## config.mk

```make
export PLATFORM = sky130hd
export DESIGN_NAME = sensor_copy_sched
export DESIGN_NICKNAME = d
export VERILOG_FILES = /design/src/rtl/sensor_copy_sched.sv
export SDC_FILE = /design/constraint.sdc
export NUM_CORES = 1
export LEC_CHECK = 0
export CAP_MARGIN = 20
export CORE_UTILIZATION = 38
export CTS_BUF_LIST = sky130_fd_sc_hd__clkbuf_16
export DETAILED_ROUTE_END_ITERATION = 10
export PLACE_DENSITY = 0.67
export SLEW_MARGIN = 20
export SYNTH_ARGS = -nofsm -noshare
export SYNTH_HDL_FRONTEND = slang
export SYNTH_SLANG_ARGS = --single-unit
```

## constraint.sdc

```tcl
create_clock -name ACLK -period 3.37 [get_ports ACLK]
set_clock_uncertainty 0.1 [all_clocks]
set_input_delay 0.5055 -clock ACLK [delete_from_list [all_inputs] [get_ports ACLK]]
set_output_delay 0.5055 -clock ACLK [all_outputs]
set_load 0.02 [all_outputs]
```

## src/rtl/sensor_copy_sched.sv

```systemverilog
// Sensor controller sequencer: arms sampling, copies a full DEPTH-word buffer to memory, clears, re-arms.
// Optional build macro SCOPY_CHECKSUM_EN turns cfg reg 3 into a per-frame data checksum instead of FRAME_CNT.
module sensor_copy_sched #(
   parameter int DEPTH = 64,
   parameter int IW    = 6
) (
   input  logic          ACLK,
   input  logic          ARESETn,
   input  logic          sctrl_interrupt,
   input  logic [31:0]   sctrl_out,
   output logic          sctrl_en,
   output logic          sctrl_clear,
   output logic [IW-1:0] sctrl_addr,
   output logic          wr_valid,
   output logic [31:0]   wr_addr,
   output logic [31:0]   wr_data,
   input  logic          wr_ready,
   input  logic          cfg_we,
   input  logic [1:0]    cfg_addr,
   input  logic [31:0]   cfg_wdata,
   output logic [31:0]   cfg_rdata,
   output logic          irq_o
);

`ifdef SCOPY_CHECKSUM_EN
   localparam bit CKSUM_EN = 1'b1;
`else
   localparam bit CKSUM_EN = 1'b0;
`endif

   localparam logic [IW-1:0] IDX_LAST = IW'(DEPTH - 1);
   localparam logic [IW-1:0] IDX_ONE  = IW'(1);

   typedef enum logic [2:0] {
      S_IDLE  = 3'd0,
      S_SENSE = 3'd1,
      S_READ  = 3'd2,
      S_WRITE = 3'd3,
      S_CLEAR = 3'd4,
      S_DONE  = 3'd5
   } state_t;

   state_t        state_q, state_d;
   logic [IW-1:0] idx_q, idx_d;
   logic [31:0]   data_q, data_d;
   logic          enable_q, enable_d;
   logic          irq_en_q, irq_en_d;
   logic [31:0]   dst_base_q, dst_base_d;
   logic          done_q, done_d;
   logic [31:0]   reg3_q, reg3_d;
   logic          busy_s;

   assign busy_s     = (state_q == S_READ) || (state_q == S_WRITE) ||
                       (state_q == S_CLEAR) || (state_q == S_DONE);
   assign sctrl_addr = idx_q;
   assign irq_o      = done_q & irq_en_q;

   // Next-state, cfg register updates and FSM-decoded outputs
   always_comb begin
      state_d     = state_q;
      idx_d       = idx_q;
      data_d      = data_q;
      enable_d    = enable_q;
      irq_en_d    = irq_en_q;
      dst_base_d  = dst_base_q;
      done_d      = done_q;
      reg3_d      = reg3_q;
      sctrl_en    = 1'b0;
      sctrl_clear = 1'b0;
      wr_valid    = 1'b0;
      wr_addr     = 32'h0000_0000;
      wr_data     = 32'h0000_0000;

      // cfg writes first so a DONE-cycle set of done overrides a simultaneous W1C
      if (cfg_we) begin
         case (cfg_addr)
            2'd0: begin
               enable_d = cfg_wdata[0];
               irq_en_d = cfg_wdata[1];
            end
            2'd1: dst_base_d = cfg_wdata;
            2'd2: begin
               if (cfg_wdata[1]) begin
                  done_d = 1'b0;
               end else begin
                  done_d = done_q;
               end
            end
            default: reg3_d = reg3_q;
         endcase
      end else begin
         done_d = done_q;
      end

      case (state_q)
         S_IDLE: begin
            if (enable_q) begin
               state_d = S_SENSE;
            end else begin
               state_d = S_IDLE;
            end
         end
         S_SENSE: begin
            sctrl_en = 1'b1;
            if (!enable_q) begin
               state_d = S_IDLE;
            end else if (sctrl_interrupt) begin
               state_d = S_READ;
               idx_d   = {IW{1'b0}};
               if (CKSUM_EN) begin
                  reg3_d = 32'h0000_0000;
               end else begin
                  reg3_d = reg3_q;
               end
            end else begin
               state_d = S_SENSE;
            end
         end
         S_READ: begin
            sctrl_en = 1'b1;
            data_d   = sctrl_out;
            state_d  = S_WRITE;
         end
         S_WRITE: begin
            sctrl_en = 1'b1;
            wr_valid = 1'b1;
            wr_addr  = dst_base_q + {{(30 - IW){1'b0}}, idx_q, 2'b00};
            wr_data  = data_q;
            if (wr_ready) begin
               if (CKSUM_EN) begin
                  reg3_d = reg3_q + data_q;
               end else begin
                  reg3_d = reg3_q;
               end
               if (idx_q == IDX_LAST) begin
                  state_d = S_CLEAR;
               end else begin
                  idx_d   = idx_q + IDX_ONE;
                  state_d = S_READ;
               end
            end else begin
               state_d = S_WRITE;
            end
         end
         S_CLEAR: begin
            sctrl_clear = 1'b1;
            if (!sctrl_interrupt) begin
               state_d = S_DONE;
            end else begin
               state_d = S_CLEAR;
            end
         end
         S_DONE: begin
            done_d = 1'b1;
            if (CKSUM_EN) begin
               reg3_d = reg3_q;
            end else begin
               reg3_d = reg3_q + 32'd1;
            end
            if (enable_q) begin
               state_d = S_SENSE;
            end else begin
               state_d = S_IDLE;
            end
         end
         default: state_d = S_IDLE;
      endcase
   end

   // Register read mux
   always_comb begin
      case (cfg_addr)
         2'd0:    cfg_rdata = {30'h0, irq_en_q, enable_q};
         2'd1:    cfg_rdata = dst_base_q;
         2'd2:    cfg_rdata = {30'h0, done_q, busy_s};
         default: cfg_rdata = reg3_q;
      endcase
   end

   // State and register file
   always_ff @(posedge ACLK or negedge ARESETn) begin
      if (!ARESETn) begin
         state_q    <= S_IDLE;
         idx_q      <= {IW{1'b0}};
         data_q     <= 32'h0000_0000;
         enable_q   <= 1'b0;
         irq_en_q   <= 1'b0;
         dst_base_q <= 32'h0000_0000;
         done_q     <= 1'b0;
         reg3_q     <= 32'h0000_0000;
      end else begin
         state_q    <= state_d;
         idx_q      <= idx_d;
         data_q     <= data_d;
         enable_q   <= enable_d;
         irq_en_q   <= irq_en_d;
         dst_base_q <= dst_base_d;
         done_q     <= done_d;
         reg3_q     <= reg3_d;
      end
   end

endmodule

```

# [Yosys cells after proc, flatten, opt, wreduce, memory -nomap -nowiden]
# Cells that the tools add are included.
[totals] reg_bits=108 in_bits=71 out_inout_bits=106 wordCells=61
[op_classes] n_addsub=3 n_eq_ne=12 muxes=22 bitwise_logic=1 n_reduce_logical=15
[ops] op="$pmux 32 s3" count=1
[ops] op="$mux 32" count=2
[ops] op="$add 32x1->32 const B" count=1
[ops] op="$add 32x8->32" count=1
[ops] op="$mux 6" count=4
[ops] op="$pmux 3 s5" count=1
[ops] op="$pmux 6 s2" count=1
[ops] op="$mux 1" count=9
[ops] op="$ne 2x2->1 const B" count=4
[ops] op="$reduce_bool 2->1" count=4
[ops] op="$add 6x1->6 const B" count=1
[ops] op="$eq 3x2->1 const B" count=2
[ops] op="$eq 3x3->1 const B" count=2
[ops] op="$eq 6x6->1 const B" count=1
[ops] op="$mux 3" count=2
[ops] op="$reduce_and 5->1" count=1
[ops] op="$mux 2" count=2
[ops] op="$reduce_and 2->1" count=2
[ops] op="$eq 3x1->1 const B" count=1
[ops] op="$logic_not 3->1" count=1
[ops] op="$logic_or 1x1->1" count=3
[ops] op="$reduce_and 3->1" count=1
[ops] op="$reduce_or 3->1" count=1
[ops] op="$eq 2x1->1 const B" count=1
[ops] op="other kinds (4)" count=4

# [Longest topological paths before layout]
[logic_depth] ltp_word=5 depth_mapped=8 mapped_depth_nobuf=6

# [Least setup slack after synthesis]
# Ideal clock, no wire load.
[synth_path] path_type="reg-to-output" from="register idx_q[0], in the netlist sctrl_addr[0]" to="output port wr_addr[16]" arrival_ns=2.561 required_time_ns=2.764 setup_slack_ns=0.203 stages_incl_launch_ff=8 path_buffers=1 cell_sequence="dfrtp_1 -> ha_1 -> fa_1 -> a21o_1 -> a31oi_1 -> clkbuf_1 -> o21ai_0 -> a21oi_1"
[synth_between] elab_chain_cells=2
[synth_lines] item="start, declared" line="44" source="logic [IW-1:0] idx_q, idx_d;"
[synth_lines] item="start signal, assigned" line="184" source="idx_q <= {IW{1'b0}};"
[synth_lines] item="start signal, assigned" line="193" source="idx_q <= idx_d;"
[synth_lines] item="$add 32x8->32" line="127" source="wr_addr = dst_base_q + {{(30 - IW){1'b0}}, idx_q, 2'b00};"
[synth_lines] item="$mux 32" line="95" source="case (state_q)"
[synth_lines] item="end, declared" line="15" source="output logic [31:0] wr_addr,"
# No other way between the ends.

# [Final worst setup path]
[layout_path] from="register dst_base_q[7]" to="output port wr_addr[27]"
[layout_between] elab_chain_cells=2
[layout_lines] item="start, declared" line="48" source="logic [31:0] dst_base_q, dst_base_d;"
[layout_lines] item="start signal, assigned" line="197" source="dst_base_q <= dst_base_d;"
[layout_lines] item="$add 32x8->32" line="127"
[layout_lines] item="$mux 32" line="95"
# No other way between the ends.

==> flow_summary.ini <==
[placed_design]
dp_hpwl_um = 13700
dpl-instance-area_mm2 = 0.00849
gp_congestion = 0.924
io_buffers = 176

[routing]
wl_met3_um = 1580
wl_met1_um = 7540
dr.first_iter.drc_count = 252
drc = 0
firstDrtPassIters = 4
met2_length_um = 8920
routed_wl_um = 18400
drtAntennaViolNets = 0
via_per_inst = 5.47
top_layer = met4
vias = 5542
wl_per_cell_um = 18.2

[synth]
synth_area_leaders = dfrtp_1 (42%), mux2_2 (12%), mux2i_1 (5.3%)
yosys.area.top_type = dfrtp_1
netlist.area_leader.share = 0.424
async_flop_share = 1.00
ys_seq_area_frac = 0.424
avgSynthCellArea_um2 = 10.3
synth_edf_count = 0
syn_inst = 618
ys_warn_count = 0
netlist_area_mm2 = 0.00637
synth_flop_cell = dfrtp_1
synth.distinct_cells = 50
syn-num-nets = 700
ys_ff_latch = 108

[grt]
grt_pass1_vias = 5783
antenna_found_initial = 0
grt_max_degree = 50
overflow = 0
grtUsageTotal = 0.222
grt_pass1_wl_um = 30200

[floorplan]
num_rows = 46
num_io_pins = 177
initial_core_util = 0.395
die_area_mm2 = 0.0173
die_y_um = 131
core_mm2 = 0.0161
dieWidth_um = 131

[setup_path]
cp-startpoint = dst_base_q[7]
end_kind = primary output
worstSetupPathType = flip-flop to primary output
r2r-start = state_q[2]
worstPathArrival_ns = 2.66
critPathMaxFanout = 18
worst_ep_required_time_ns = 2.76
critical_path.startpoint_type = flip-flop

[cells_and_area]
fin_area_mm2 = 0.00873
drive_gt1_frac = 0.182
areaGrowthSynthToFinish_pct = 37.0
mostFrequentLayoutCells = clkdlybuf4s50_1 (151), dfrtp_1 (108), mux2_2 (67)
filler_cell_count = 1410
final_util = 0.542
final_common_cell = clkdlybuf4s50_1
final_nets = 875
n_antenna_cell = 0

[clocking]
clkTransAtPathRegs_ns = 0.07
clk_latency_ns = 0.36
clk_path_buf_depth = 2
cts_tree = done
root_buffer = clkbuf_16
cts_setup_buffers = 0
h-tree-depth = 3
hold_buffers = 0
cts.sinks = 108
cts_made_buffers = 9

[sta]
hold_viol_final = 0
fin_crit_ns = 3.26
layout_worst_path_cycle_share = 0.968
drv_slew = 0
setup_tns_ns = 0
rsz0062_at_grt = false
tightest_slew_ns = 0.701
relSlewSlack = 0.533
finalSetupViolations = 0
max_freq_mhz = 306

[power_and_ir_drop]
p_switching_mw = 1.96
power_frac_comb = 0.448
finalPower_mw = 5.22
vdd.ir_drop.worst_v = 0.000466
p_leak_nw = 3.60
p_int_mw = 3.26
pwr-share-seq = 0.354
swShare = 0.375
p_clk_frac = 0.198
power_density_mw_per_mm2 = 598

[worst_hold_path]
hold_path.class = input port to asynchronous set/reset pin

[run_status]
outcome = finished clean

[flow_run]
drv_cap = 0
[cell type report]
cell class | count | area [um^2] | area share
inverters | 13 | 48.8 | 0.00559
clock buffers | 9 | 225 | 0.0258
clock inverters | 7 | 57.6 | 0.00659
repair buffers | 207 | 1930 | 0.221
well taps | 216 | 270 | 0.0310
multi-input cells | 454 | 3490 | 0.400
flip-flops and latches | 108 | 2700 | 0.310
[critical path, cell delays in order (launching register included)]
cell and delay (ns):
dfrtp_1 0.40, ha_1 0.30, nor2_1 0.06, or4_4 0.54
buf_4 0.20, o31a_1 0.30, o21a_1 0.18, dlygate4sd2_1 0.31
[timing repair]
item                                    4_1_cts  5_1_grt
endpoints found under the setup margin       24       21
gates resized for setup                      25       39
pin swaps                                     0        1
[cell families after synthesis]
kind of cell | synth area share
xor+xnor | 0.0481
flops | 0.424
compound gates | 0.0764
buf+inv | 0.0344
simple gates | 0.215
mux | 0.179
fa+ha+maj | 0.0228
[cells in the mapped netlist, types with 13 or more instances]
| library cell | count |
|---|---|
| nor2_1 | 15 |
| a21oi_1 | 25 |
| nand4_1 | 26 |
| clkbuf_1 | 39 |
| inv_1 | 13 |
| dfrtp_1 | 108 |
| nand2_1 | 26 |
| mux2i_1 | 34 |
| o31ai_1 | 15 |
| mux2_2 | 67 |
| or4_1 | 15 |
| nand3_1 | 22 |
| and2_1 | 43 |
| xnor2_1 | 31 |
| nor2b_1 | 34 |
[power by group through the flow]
stage | clock network [mW] | registers [mW] | logic (mW)
2_1_floorplan | 0 | 1.81 | 1.38
3_3_place_gp | 0 | 1.85 | 2.33
3_5_place_dp | 0 | 1.87 | 2.38
4_1_cts | 1.07 | 1.85 | 2.35
5_1_grt | 1.12 | 1.90 | 2.52
6_report | 1.03 | 1.85 | 2.34
[metal layers]
metal / GRT usage / vias to the layer above
li1: - / 2587
met1: 0.262 / 2680
met2: 0.369 / 253
met3: 0.0783 / 22
met4: 0.0807 / 0
met5: 0 / -
[through the flow]
| stage | setup WS (ns) | hold WS [ns] | cells |
|---|---|---|---|
| 6_report | 0.107 | 0.0893 | 1014 |
| 5_1_grt | 0.00125 | 0.139 | 1014 |
| 4_1_cts | 0.000321 | 0.110 | 1014 |
| 3_5_place_dp | 0.0574 | 0.375 | 998 |
| 3_3_place_gp | 0.116 | 0.366 | 998 |
| 2_1_floorplan | 0.203 | 0.110 | 618 |
[state kept, by name, summed over array words and instances, names as in the netlist]
| register | count |
|---|---|
| dst_base_q | 32 |
| enable_q | 1 |
| data_q | 32 |
| irq_en_q | 1 |
| state_q | 3 |
| sctrl_addr | 6 |
| reg3_q | 32 |
| done_q | 1 |
[worst paths after layout]
path                                  end  slack [ns]  cells after the start
min in group ACLK              reg3_q[31]        0.38                      1
setup reg to reg            sctrl_addr[5]        1.22                      6
hold reg to reg                reg3_q[31]        0.38                      1
setup / recovery              wr_addr[27]        0.11                      7
max in group asynchronous      data_q[26]        2.34                      2
hold / removal             dst_base_q[21]        0.09                      1
Note: power is estimated with default switching activity, not from simulation.
